==> src/rtl/video_timing_meter.sv <==
// Measures line/frame geometry of a hs/vs/de video stream sampled on ce_pix.
// Results publish two clk_sys cycles after the VS rising sample, together with lock status.
module video_timing_meter #(
   parameter int CNT_W         = 12,
   parameter int STABLE_FRAMES = 2
) (
   input  logic             clk_sys,
   input  logic             reset,
   input  logic             ce_pix,
   input  logic             hs,
   input  logic             vs,
   input  logic             de,
   output logic [CNT_W-1:0] h_total,
   output logic [CNT_W-1:0] h_active,
   output logic [CNT_W-1:0] hs_width,
   output logic [CNT_W-1:0] v_total,
   output logic [CNT_W-1:0] v_active,
   output logic             frame_done,
   output logic             locked,
   output logic             overflow
);

   localparam logic [CNT_W-1:0] MAX_CNT = '1;
   localparam logic [3:0]       STAB    = 4'(STABLE_FRAMES);

   // Returns {saturated, next}; the count holds at all-ones instead of wrapping
   function automatic logic [CNT_W:0] sat_inc(input logic [CNT_W-1:0] v);
      if (v == MAX_CNT) return {1'b1, v};
      return {1'b0, v + CNT_W'(1)};
   endfunction

   function automatic logic [CNT_W-1:0] umax(input logic [CNT_W-1:0] a, input logic [CNT_W-1:0] b);
      return (a > b) ? a : b;
   endfunction

   logic             r_old_hs, r_old_vs, r_primed, r_ovf_pend;
   logic [CNT_W-1:0] r_h_cnt, r_line_len, r_hw_cnt, r_de_cnt, r_line_max, r_v_cnt, r_v_act_cnt;

   logic             r_vld_p0, r_ovf_p0, r_vld_p1, r_ovf_p1;
   logic [CNT_W-1:0] r_ht_p0, r_ha_p0, r_vt_p0, r_va_p0;
   logic [CNT_W-1:0] r_ht_p1, r_ha_p1, r_vt_p1, r_va_p1;
   logic [3:0]       r_match_cnt;

   logic             w_hs_rise, w_hs_fall, w_vs_rise, w_de_any, w_sat_now;
   logic [CNT_W:0]   w_h_inc, w_de_inc, w_hw_inc, w_v_inc, w_va_inc;
   logic [CNT_W-1:0] w_line_len_n, w_line_max_n, w_v_cnt_n, w_v_act_n;
   logic             w_same;
   logic [3:0]       w_match_inc;

   assign w_hs_rise = ce_pix & hs & ~r_old_hs;
   assign w_hs_fall = ce_pix & ~hs & r_old_hs;
   assign w_vs_rise = ce_pix & vs & ~r_old_vs;
   assign w_de_any  = (r_de_cnt != '0);

   assign w_h_inc  = sat_inc(r_h_cnt);
   assign w_de_inc = sat_inc(r_de_cnt);
   assign w_hw_inc = sat_inc(r_hw_cnt);
   assign w_v_inc  = sat_inc(r_v_cnt);
   assign w_va_inc = sat_inc(r_v_act_cnt);

   // Line-close results; the frame capture uses these so a coincident HS is already folded in
   assign w_line_len_n = w_hs_rise ? r_h_cnt : r_line_len;
   assign w_line_max_n = w_hs_rise ? umax(r_line_max, r_de_cnt) : r_line_max;
   assign w_v_cnt_n    = w_hs_rise ? w_v_inc[CNT_W-1:0] : r_v_cnt;
   assign w_v_act_n    = (w_hs_rise && w_de_any) ? w_va_inc[CNT_W-1:0] : r_v_act_cnt;

   assign w_sat_now = ce_pix & ((~w_hs_rise & w_h_inc[CNT_W]) |
                                (~w_hs_rise & de & w_de_inc[CNT_W]) |
                                (hs & w_hw_inc[CNT_W]) |
                                (w_hs_rise & w_v_inc[CNT_W]) |
                                (w_hs_rise & w_de_any & w_va_inc[CNT_W]));

   always_ff @(posedge clk_sys) begin
      if (reset) begin
         r_old_hs    <= 1'b0;
         r_old_vs    <= 1'b0;
         r_primed    <= 1'b0;
         r_ovf_pend  <= 1'b0;
         r_h_cnt     <= '0;
         r_line_len  <= '0;
         r_hw_cnt    <= '0;
         r_de_cnt    <= '0;
         r_line_max  <= '0;
         r_v_cnt     <= '0;
         r_v_act_cnt <= '0;
         hs_width    <= '0;
      end else if (ce_pix) begin
         r_old_hs   <= hs;
         r_old_vs   <= vs;
         r_h_cnt    <= w_hs_rise ? CNT_W'(1) : w_h_inc[CNT_W-1:0];
         r_line_len <= w_line_len_n;
         if (w_hs_rise)
            r_de_cnt <= de ? CNT_W'(1) : '0;
         else if (de)
            r_de_cnt <= w_de_inc[CNT_W-1:0];
         if (w_hs_fall) begin
            hs_width <= r_hw_cnt;
            r_hw_cnt <= '0;
         end else if (hs) begin
            r_hw_cnt <= w_hw_inc[CNT_W-1:0];
         end
         if (w_vs_rise) begin
            r_v_cnt     <= '0;
            r_v_act_cnt <= '0;
            r_line_max  <= '0;
            r_ovf_pend  <= 1'b0;
            r_primed    <= 1'b1;
         end else begin
            r_v_cnt     <= w_v_cnt_n;
            r_v_act_cnt <= w_v_act_n;
            r_line_max  <= w_line_max_n;
            r_ovf_pend  <= r_ovf_pend | w_sat_now;
         end
      end
   end

   assign w_same      = ({r_ht_p1, r_ha_p1, r_vt_p1, r_va_p1} == {h_total, h_active, v_total, v_active});
   assign w_match_inc = (r_match_cnt >= STAB) ? STAB : r_match_cnt + 4'd1;

   always_ff @(posedge clk_sys) begin
      if (reset) begin
         r_vld_p0    <= 1'b0;
         r_ovf_p0    <= 1'b0;
         r_ht_p0     <= '0;
         r_ha_p0     <= '0;
         r_vt_p0     <= '0;
         r_va_p0     <= '0;
         r_vld_p1    <= 1'b0;
         r_ovf_p1    <= 1'b0;
         r_ht_p1     <= '0;
         r_ha_p1     <= '0;
         r_vt_p1     <= '0;
         r_va_p1     <= '0;
         r_match_cnt <= '0;
         h_total     <= '0;
         h_active    <= '0;
         v_total     <= '0;
         v_active    <= '0;
         overflow    <= 1'b0;
         frame_done  <= 1'b0;
         locked      <= 1'b0;
      end else begin
         // Stage p0: freeze the closing frame on the VS rising sample
         r_vld_p0 <= w_vs_rise & r_primed;
         if (w_vs_rise) begin
            r_ht_p0  <= w_line_len_n;
            r_ha_p0  <= w_line_max_n;
            r_vt_p0  <= w_v_cnt_n;
            r_va_p0  <= w_v_act_n;
            r_ovf_p0 <= r_ovf_pend | w_sat_now;
         end
         // Stage p1
         r_vld_p1 <= r_vld_p0;
         r_ht_p1  <= r_ht_p0;
         r_ha_p1  <= r_ha_p0;
         r_vt_p1  <= r_vt_p0;
         r_va_p1  <= r_va_p0;
         r_ovf_p1 <= r_ovf_p0;
         // Stage p2: publish; outputs still hold the previous capture for the lock compare
         frame_done <= r_vld_p1;
         if (r_vld_p1) begin
            h_total  <= r_ht_p1;
            h_active <= r_ha_p1;
            v_total  <= r_vt_p1;
            v_active <= r_va_p1;
            overflow <= r_ovf_p1;
            if (w_same && !r_ovf_p1) begin
               r_match_cnt <= w_match_inc;
               locked      <= (w_match_inc >= STAB - 4'd1);
            end else begin
               r_match_cnt <= '0;
               locked      <= (STAB == 4'd1) && !r_ovf_p1;
            end
         end
      end
   end

endmodule
==> config.mk <==
export PLATFORM = sky130hd
export DESIGN_NAME = video_timing_meter
export DESIGN_NICKNAME = d
export VERILOG_FILES = /design/src/rtl/video_timing_meter.sv
export SDC_FILE = /design/constraint.sdc
export NUM_CORES = 1
export LEC_CHECK = 0
export CORE_ASPECT_RATIO = 0.5
export CORE_MARGIN = 10
export CORE_UTILIZATION = 55
export DETAILED_ROUTE_END_ITERATION = 16
export PLACE_DENSITY = 0.75
export SYNTH_ARGS = -nofsm -noshare
export SYNTH_HDL_FRONTEND = slang
export SYNTH_SLANG_ARGS = --single-unit
==> constraint.sdc <==
create_clock -name clk_sys -period 7.1 [get_ports clk_sys]
set_input_delay 1.42 -clock clk_sys [delete_from_list [all_inputs] [get_ports clk_sys]]
set_output_delay 1.42 -clock clk_sys [all_outputs]
set_load 0.01 [all_outputs]
After elaboration in Yosys (flattened, before gate mapping)
Cells that the tools add are included.

Add/subtract/negate cells: 6. Bitwise logic cells: 24. Muxes and demuxes: 33. Reductions and logical operators: 11. $lt $le $gt $ge: 3. Eq/ne operators: 9.

Operators by type and width (count): $mux W12 (13); $mux W13 (10); $add A12 B1 Y12 const B (5); $eq A12 B12 Y1 const B (5); $eq A48 B48 Y1 (1); $and A1 B1 Y1 (15); $gt A12 B12 Y1 (1); $reduce_bool A12 Y1 (1); $ne A3 B3 Y1 const B (3); $mux W1 (8); $mux W4 (2); $reduce_and A2 Y1 (3); $reduce_and A3 Y1 (2); $or A1 B1 Y1 (5); $add A4 B1 Y4 const B (1); $ge A4 B1 Y1 const B (1); $ge A4 B2 Y1 const B (1); $not A1 Y1 (4); $reduce_bool A2 Y1 (2); $logic_and A1 B1 Y1 (2); $logic_not A1 Y1 (1).

Output and inout port bits: 63. Register bits: 255.

Logic depth before layout (Yosys ltp)
Gate-level depths: netlist of the first run.

Word-level depth: 12. Mapped depth: 9. Mapped depth without buffers: 8.

Least setup slack after synthesis of the first run
OpenSTA, ideal clock, no wires.

Path kind: input-to-reg. From: input ce_pix. To: register r_vt_p0[10]. Library setup time: 0.127 ns. Cell stages on the path: 6. Path buffers: 1. Required time: 6.973 ns. Arrival time: 2.912 ns. Slack: 4.060 ns. Cells stage by stage: buf_2 nand3b_1 or4_1 o41ai_1 o21ai_0 nor2b_1.

Word-level cells in the longest chain between the ends: 3. Elaborated cells on any way between the ends: 5. Classes of those cells: mux: 1; bitwise: 4.

RTL lines: start, declared (line 9) `input logic ce_pix,`; $and A1 B1 Y1 (2 in a row) (line 50) `assign w_hs_rise = ce_pix & hs & ~r_old_hs;`; $mux W12 (line 64) `assign w_v_cnt_n = w_hs_rise ? w_v_inc[CNT_W-1:0] : r_v_cnt;`; end signal, assigned (line 148) `r_vt_p0 <= w_v_cnt_n;`; end, declared (line 40) `logic [CNT_W-1:0] r_ht_p0, r_ha_p0, r_vt_p0, r_va_p0;`.

Several ways; a longest one is shown, not always the timed one. A chain may end at the register's enable or synchronous reset.

Worst setup path in the final report of the first run
Ends and elaborated chain as after synthesis.

==> PnR_summary.wiki, run 1 <==
{| class="wikitable"
! Metric !! Value
|-
| Final Hold Vio Count || 0
|-
| Longest individual stage delay on the worst path || 1.05 ns
|-
| Family of cells with the greatest summed delay on the critical path || buffers and inverters
|-
| Worst IR Drop VDD || 188.0 uV
|-
| DP Cell Count || 1340
|-
| Number of buffers and inverters on the critical path || 2
|-
| Yosys warning count || 0
|-
| Pleak || 4.358 nW
|-
| Nets@finish || 1150
|-
| Floorplan die area || 24660 um^2
|-
| Register area share after synthesis || 50.20%
|-
| Post-synth top area share || 50.20%
|-
| Clock-pin transition on the worst setup and hold timing paths || 0.07 ns
|-
| Metal-1 WL || 10500 um
|-
| Number of placed I/O pins || 69
|-
| Total design power || 2.935 mW
|-
| Critical Path Source Type || primary input
|-
| Post-route cell area || 11780 um^2
|-
| Main flop type after synthesis || sky130_fd_sc_hd__dfxtp_1
|-
| Aggregate routed wire length || 21760 um
|-
| Count of endpoints failing setup in the final report || 0
|-
| Avg Inst Size Synth || 9.399 um^2
|-
| Netlist cell types || 53
|-
| Slowest stage cell, crit path || sky130_fd_sc_hd__clkdlybuf4s50_1
|-
| Cell Area, Placed || 10970 um^2
|-
| Xor and xnor fraction of the mapped netlist area || 7.751%
|-
| Placement row count || 35
|-
| Total Routing Usage GR || 17.37%
|-
| FFs w/ async S/R, synth || 0%
|-
| WL per Instance || 15.77 um
|-
| Post-synth EDFFs || 0
|-
| Clock skew || 0.01605 ns
|-
| Cts hold-fix bufs || 0
|-
| Area delta synth->final || 15.80%
|-
| Largest net degree at the start of global routing || 97
|-
| Slew headroom || 37.39%
|-
| Required time at the endpoint of the critical path || 7.47 ns
|-
| Dominant combinational cell family by area after synthesis || simple AND/OR/NAND/NOR gates
|-
| Global-route wire length before repair || 35450 um
|-
| Setup repair after global routing missed its margin || no
|-
| Starting utilization of the core area || 55.69%
|-
| Clock Tree Root || sky130_fd_sc_hd__clkbuf_16
|-
| Adder-cell share of the synthesized area || 2.461%
|-
| Cell area after technology mapping || 10170 um^2
|-
| CORE AREA || 18260 um^2
|-
| Number of buffers inserted by post-CTS setup repair || 0
|-
| Number of clock sinks || 255
|-
| Number of max-slew violations in the final report || 0
|-
| Nets in the synthesized netlist || 1108
|-
| Die Span Y || 116.2 um
|-
| Vias post-DR || 7449
|-
| Number of input and output port buffers inserted || 68
|-
| Sequence of cells on the critical path || clkdlybuf4s50_1, nand3b_1, buf_4, or4_1, o41ai_1, o21ai_0, nor2b_1
|-
| Number of iterations in the first detailed-routing pass || 7
|-
| Latest clock arrival within the worst-skew pair || 0.52 ns
|-
| Post-route worst hold slack || 0.4448 ns
|-
| Setup TNS || 0 ns
|-
| Amount of wire on met2 after detailed routing || 9770 um
|-
| Remaining antenna violation count || 0
|-
| Syn Inst Count || 1082
|-
| Number of cells upsized or downsized after cts || 0
|-
| Final critical-path share of the clock period || 53.99%
|-
| First DRT Iteration DRCs || 460
|-
| Multiplexer share of the synthesized area || 7.886%
|-
| Dominant cell type by area after synthesis || sky130_fd_sc_hd__dfxtp_1
|-
| Top layer in use || met4
|-
| DRC || 0
|-
| Fraction of final layout cells sized beyond drive strength 1 || 5.088%
|-
| Synthesized-area fraction occupied by ao, oa, aoi and oai cells || 7.776%
|-
| Clock tree from TritonCTS || done
|-
| Largest fanout on the critical path || 27
|-
| Met3 wire len || 1120 um
|-
| H-tree depth reported by CTS || 1
|-
| Maximum buffer depth of the clock tree || 3
|-
| Max-cap violations || 0
|-
| Power density over cell area || 249.2 nW/um^2
|-
| Register area || 5106 um^2
|-
| Crit path DAT || 4.20 ns
|-
| Outcome || finished clean
|-
| Routability cong. || 0.8463
|-
| Vias in the first global route || 7005
|-
| Maximum operating frequency || 260.9 MHz
|-
| Multi-input logic area || 4761 um^2
|-
| Post-synthesis simple-gate area fraction || 20.93%
|-
| Classification of the worst-slack hold path || flip-flop to flip-flop
|-
| Number of vias per cell after detailed routing || 5.398
|-
| Actual transition at the worst max-transition pin || 0.9391 ns
|-
| Time the final worst path needs with I/O delays and setup || 3.833 ns
|-
| GRT Residual Overflow || 0
|-
| Top post-synthesis cells by area || sky130_fd_sc_hd__dfxtp_1 50%, sky130_fd_sc_hd__mux2i_1 7.8%, sky130_fd_sc_hd__nor2_1 7.0%
|-
| Count of fill cells added during filler insertion || 1435
|-
| Post-DP HPWL || 15150 um
|-
| Chip width || 212.3 um
|-
| CTS Buf Count || 22
|-
| Number of antenna violations at the first check in global routing || 1
|-
| Critical Setup Path Class || primary input to flip-flop
|-
| Flops & latches, synth || 255
|-
| Critical Path Sink Type || flip-flop
|-
| Non-filler instance count after layout || 1380
|-
| Diodes inserted || 0
|}
-- routing by layer --
metal,global-route usage [%],vias to the layer above
met5,0,-
met4,3.639,0
met3,3.349,29
met2,28.31,145
met1,23.62,3520
li1,-,3755
-- through the flow --
stage / setup WS, ns / util (%)
4_1_cts: 3.296 / 64.49
6_report: 3.267 / 64.49
3_5_place_dp: 2.780 / 60.07
3_3_place_gp: 2.861 / 60.07
2_1_floorplan: 4.060 / -
5_1_grt: 2.952 / 64.49
-- placed cells by master (no fill, tap or decap), types with 2 or more instances in the layout --
master                            netlist  final
sky130_fd_sc_hd__nand2b_1               8      8
sky130_fd_sc_hd__o21ai_0               12     12
sky130_fd_sc_hd__xnor2_1               39     39
sky130_fd_sc_hd__dfxtp_1              255    254
sky130_fd_sc_hd__or3_1                  8      8
sky130_fd_sc_hd__nand4_1               19     19
sky130_fd_sc_hd__a21oi_1               34     34
sky130_fd_sc_hd__clkbuf_8               0      2
sky130_fd_sc_hd__a211oi_1              41     41
sky130_fd_sc_hd__ha_1                  20     20
sky130_fd_sc_hd__clkinv_2               0      7
sky130_fd_sc_hd__nand3_1               26     26
sky130_fd_sc_hd__bufinv_16              0      5
sky130_fd_sc_hd__nor2b_1               54     54
sky130_fd_sc_hd__nor2_1               190    190
sky130_fd_sc_hd__o211ai_1               3      3
sky130_fd_sc_hd__nand3b_1               2      2
sky130_fd_sc_hd__buf_4                  0      5
sky130_fd_sc_hd__and4_1                 3      3
sky130_fd_sc_hd__and3_1                 4      4
sky130_fd_sc_hd__o21a_1                 4      4
sky130_fd_sc_hd__o21ai_1                2      2
sky130_fd_sc_hd__inv_1                 22     22
sky130_fd_sc_hd__a31oi_1                3      3
sky130_fd_sc_hd__o31ai_1                5      5
sky130_fd_sc_hd__clkdlybuf4s50_1        0     67
sky130_fd_sc_hd__xor2_1                51     51
sky130_fd_sc_hd__clkbuf_16              0     22
sky130_fd_sc_hd__mux2i_1               79     79
sky130_fd_sc_hd__nand4_2                2      2
sky130_fd_sc_hd__and2_1                13     13
sky130_fd_sc_hd__nor3_1                23     23
sky130_fd_sc_hd__nand2_1               63     63
sky130_fd_sc_hd__nor3b_1                4      4
sky130_fd_sc_hd__nor4_1                18     18
-- where the power goes --
group	total [mW]	leakage, nW	internal (mW)	switching [mW]
Clock	1.33	0.401	0.779	0.549
Sequential	1.48	2.07	1.46	0.0199
Combinational	0.129	1.89	0.0472	0.0822
-- cell type report --
cell class | instances | share of cell area [%]
Clock inverter | 16 | 1.944
Multi-Input combinational cell | 750 | 40.43
Timing Repair Buffer | 73 | 6.109
Inverter | 22 | 0.7012
Clock buffer | 24 | 4.909
Tap cell | 240 | 2.550
Sequential cell | 255 | 43.36
-- cells by family after synthesis --
kind of cell / count (synthesis)
adder cells (fa/ha/maj): 20
multiplexers: 80
buffers and inverters: 77
AND/OR/NAND/NOR: 444
XOR/XNOR: 90
flip-flops: 255
AO/OA/AOI/OAI: 116
-- worst paths after layout --
| path | depth (start not counted) | slack (ns) | start | end |
|---|---|---|---|---|
| min reg2reg | 1 | 0.44 | r_vld_p0$_SDFF_PP0_ | r_vld_p1$_SDFF_PP0_ |
| max reg2reg | 8 | 4.05 | r_de_cnt[8]$_SDFFE_PP0P_ | r_ha_p0[0]$_SDFFE_PP0P_ |
| min | 1 | 0.44 | r_vld_p0$_SDFF_PP0_ | r_vld_p1$_SDFF_PP0_ |
| max | 7 | 3.27 | ce_pix | r_vt_p0[10]$_SDFFE_PP0P_ |
-- worst reg2reg max path, stage by stage, from the launching register on --
cell and delay (ns):
sky130_fd_sc_hd__dfxtp_1 0.44, sky130_fd_sc_hd__inv_1 0.12, sky130_fd_sc_hd__ha_1 0.30, sky130_fd_sc_hd__nand4_2 0.13
sky130_fd_sc_hd__or3_4 0.43, sky130_fd_sc_hd__a21boi_4 0.15, sky130_fd_sc_hd__a221oi_4 0.74, sky130_fd_sc_hd__mux2_2 0.43
sky130_fd_sc_hd__a211oi_1 0.21
-- cell usage after synthesis (5+ instances only) --
master	n
sky130_fd_sc_hd__buf_1	11
sky130_fd_sc_hd__nand4_1	19
sky130_fd_sc_hd__a211oi_1	41
sky130_fd_sc_hd__nor3_1	23
sky130_fd_sc_hd__ha_1	20
sky130_fd_sc_hd__clkbuf_1	39
sky130_fd_sc_hd__nor2_1	190
sky130_fd_sc_hd__nor4_1	18
sky130_fd_sc_hd__inv_1	22
sky130_fd_sc_hd__and2_1	13
sky130_fd_sc_hd__xor2_1	51
sky130_fd_sc_hd__nor2b_1	54
sky130_fd_sc_hd__mux2i_1	79
sky130_fd_sc_hd__dfxtp_1	255
sky130_fd_sc_hd__o31ai_1	5
sky130_fd_sc_hd__nand3_1	26
sky130_fd_sc_hd__or3_1	8
sky130_fd_sc_hd__a21oi_1	34
sky130_fd_sc_hd__xnor2_1	39
sky130_fd_sc_hd__nand2_1	63
sky130_fd_sc_hd__o21ai_0	12
sky130_fd_sc_hd__nand2b_1	8
No activity file was read; power rests on OpenSTA's default activity.
==> run 2: changes to the inputs <==
==> constraint.sdc (replaced) <==
create_clock -name clk_sys -period 3.6 [get_ports clk_sys]
set_input_delay 0.72 -clock clk_sys [delete_from_list [all_inputs] [get_ports clk_sys]]
set_output_delay 0.72 -clock clk_sys [all_outputs]
set_load 0.01 [all_outputs]
==> run 2 against run 1 <==
  * Die area stayed put
  * Sequential power up 97%
  * Hold slack is essentially flat
  * Cell area up 0.46%
  * Routed wire length increased by 3.1%
  * Sequential share of layout area shrank 0.20 points
  * Total power is 94% higher
  * Via count is 2.1% higher
  * Combinational power grew 110%
  * Flip-flop and latch count unchanged
  * Final cell count rose by 0.58%
  * Worst setup slack got worse by 2.4 ns
  * Critical path type is now flip-flop to flip-flop
  * Critical endpoint is now r_ha_p0[0]$_SDFFE_PP0P_
  * Largest power group unchanged
==> PnR_summary.wiki, run 2 (synthesized netlist as in run 1, its figures left out) <==
{| class="wikitable"
! Metric !! Value
|-
| Aggregate routed wire length || 22450 um
|-
| Chip width || 212.3 um
|-
| Count of endpoints failing setup in the final report || 0
|-
| CORE AREA || 18260 um^2
|-
| Vias in the first global route || 7281
|-
| Post-DP HPWL || 15800 um
|-
| Clock tree from TritonCTS || done
|-
| Number of placed I/O pins || 69
|-
| Most frequent cells in the layout || 254 x sky130_fd_sc_hd__dfxtp_1, 190 x sky130_fd_sc_hd__nor2_1, 79 x sky130_fd_sc_hd__mux2i_1
|-
| Final core utilization || 64.78%
|-
| Maximum buffer depth of the clock tree || 3
|-
| Worst IR Drop VDD || 298.9 uV
|-
| Crit path DAT || 3.18 ns
|-
| Total Routing Usage GR || 18.05%
|-
| Final Hold Vio Count || 0
|-
| Slew headroom || 45.43%
|-
| Nets@finish || 1158
|-
| Clock Tree Root || sky130_fd_sc_hd__clkbuf_16
|-
| Family of cells with the greatest summed delay on the critical path || compound AO/OA/AOI/OAI gates
|-
| Area delta synth->final || 16.33%
|-
| Number of iterations in the first detailed-routing pass || 5
|-
| Floorplan die area || 24660 um^2
|-
| Latest clock arrival within the worst-skew pair || 0.51 ns
|-
| Max-cap violations || 0
|-
| Longest individual stage delay on the worst path || 0.48 ns
|-
| Number of max-slew violations in the final report || 0
|-
| DRC || 0
|-
| Setup TNS || 0 ns
|-
| Commonest non-fill, non-tap cell in the layout || sky130_fd_sc_hd__dfxtp_1
|-
| Starting utilization of the core area || 55.69%
|-
| H-tree depth reported by CTS || 1
|-
| Critical Path Sink Type || flip-flop
|-
| Number of cells upsized or downsized after cts || 0
|-
| Number of buffers and inverters on the critical path || 2
|-
| Placement row count || 35
|-
| First DRT Iteration DRCs || 493
|-
| Remaining antenna violation count || 0
|-
| CTS Buf Count || 23
|-
| Clock skew || 0.01615 ns
|-
| Sequence of cells on the critical path || inv_1, ha_1, nand4_2, or3_4, a21boi_4, a221oi_4, buf_4, mux2_2, a211oi_1
|-
| Outcome || finished clean
|-
| Routability cong. || 0.8919
|-
| Die Span Y || 116.2 um
|-
| Pleak || 4.381 nW
|-
| Number of vias per cell after detailed routing || 5.478
|-
| DP Cell Count || 1347
|-
| Final critical-path share of the clock period || 76.85%
|-
| Number of clock sinks || 255
|-
| Critical Setup Path Class || flip-flop to flip-flop
|-
| Number of input and output port buffers inserted || 68
|-
| Diodes inserted || 0
|-
| WL per Instance || 16.17 um
|-
| Clock-pin transition on the worst setup and hold timing paths || 0.07 ns
|-
| Required time at the endpoint of the critical path || 4.02 ns
|-
| Global-route wire length before repair || 36910 um
|-
| Time the final worst path needs with I/O delays and setup || 2.767 ns
|-
| Largest fanout on the critical path || 12
|-
| Slowest stage cell, crit path || sky130_fd_sc_hd__dfxtp_1
|-
| Critical Path Source Type || flip-flop
|-
| Cts hold-fix bufs || 0
|-
| Number of buffers inserted by post-CTS setup repair || 0
|-
| Vias post-DR || 7603
|-
| Post-route worst hold slack || 0.4450 ns
|-
| GRT Residual Overflow || 0
|-
| Fraction of final layout cells sized beyond drive strength 1 || 5.139%
|-
| Classification of the worst-slack hold path || flip-flop to flip-flop
|-
| Non-filler instance count after layout || 1388
|-
| Largest net degree at the start of global routing || 119
|-
| Count of fill cells added during filler insertion || 1500
|-
| Number of antenna violations at the first check in global routing || 0
|-
| Power density over cell area || 481.6 nW/um^2
|-
| Setup repair after global routing missed its margin || no
|-
| Actual transition at the worst max-transition pin || 0.8186 ns
|-
| Maximum operating frequency || 361.5 MHz
|}
[run 2: final timing paths]
check,start,to,slack [ns],cells past startpoint
worst max-delay path,r_de_cnt[9]$_SDFFE_PP0P_,r_ha_p0[0]$_SDFFE_PP0P_,0.83,9
worst min-delay path,r_vld_p0$_SDFF_PP0_,r_vld_p1$_SDFF_PP0_,0.44,1
worst max register to register,r_de_cnt[9]$_SDFFE_PP0P_,r_ha_p0[0]$_SDFFE_PP0P_,0.83,9
worst min register to register,r_vld_p0$_SDFF_PP0_,r_vld_p1$_SDFF_PP0_,0.44,1
[run 2: report_power, final]
| part | total, mW | switching [mW] | internal, mW | leakage, nW |
|---|---|---|---|---|
| combinational | 0.270 | 0.168 | 0.102 | 1.94 |
| sequential | 2.92 | 0.0389 | 2.88 | 2.07 |
| clock | 2.51 | 1.03 | 1.48 | 0.379 |
[run 2: routing by layer]
| metal | share of wire [%] | up-vias | global-route usage (%) |
|---|---|---|---|
| met3 | 4.8 | 23 | 2.893 |
| met5 | 0 | - | 0 |
| met2 | 45 | 159 | 29.92 |
| li1 | - | 3782 | - |
| met1 | 48 | 3639 | 24.56 |
| met4 | 1.6 | 0 | 3.592 |
[run 2: cell type report]
cell class | instances | area, um^2 | area share, %
inverter | 22 | 82.58 | 0.6980
tap | 240 | 300.3 | 2.538
sequential | 255 | 5106 | 43.16
clock buffer | 34 | 656.9 | 5.553
timing repair buffer | 80 | 809.5 | 6.843
clock inverter | 7 | 113.9 | 0.9625
multi-input combinational | 750 | 4761 | 40.24
[run 2: through the flow]
step | worst slack (ns) | power [mW] | cell area [um^2]
floorplan | 1.237 | 3.167 | 10170
finish | 0.8335 | 5.698 | 11830
detailed placement | 0.4910 | 3.247 | 11060
global placement | 0.5845 | 3.239 | 11060
CTS | 0.8537 | 5.732 | 11830
global route | 0.6815 | 5.893 | 11830
[run 2: worst register-to-register path, stage by stage (launching register included)]
cell,delay (ns)
sky130_fd_sc_hd__dfxtp_1,0.48
sky130_fd_sc_hd__inv_1,0.08
sky130_fd_sc_hd__ha_1,0.31
sky130_fd_sc_hd__nand4_2,0.12
sky130_fd_sc_hd__or3_4,0.43
sky130_fd_sc_hd__a21boi_4,0.16
sky130_fd_sc_hd__a221oi_4,0.22
sky130_fd_sc_hd__buf_4,0.28
sky130_fd_sc_hd__mux2_2,0.37
sky130_fd_sc_hd__a211oi_1,0.22
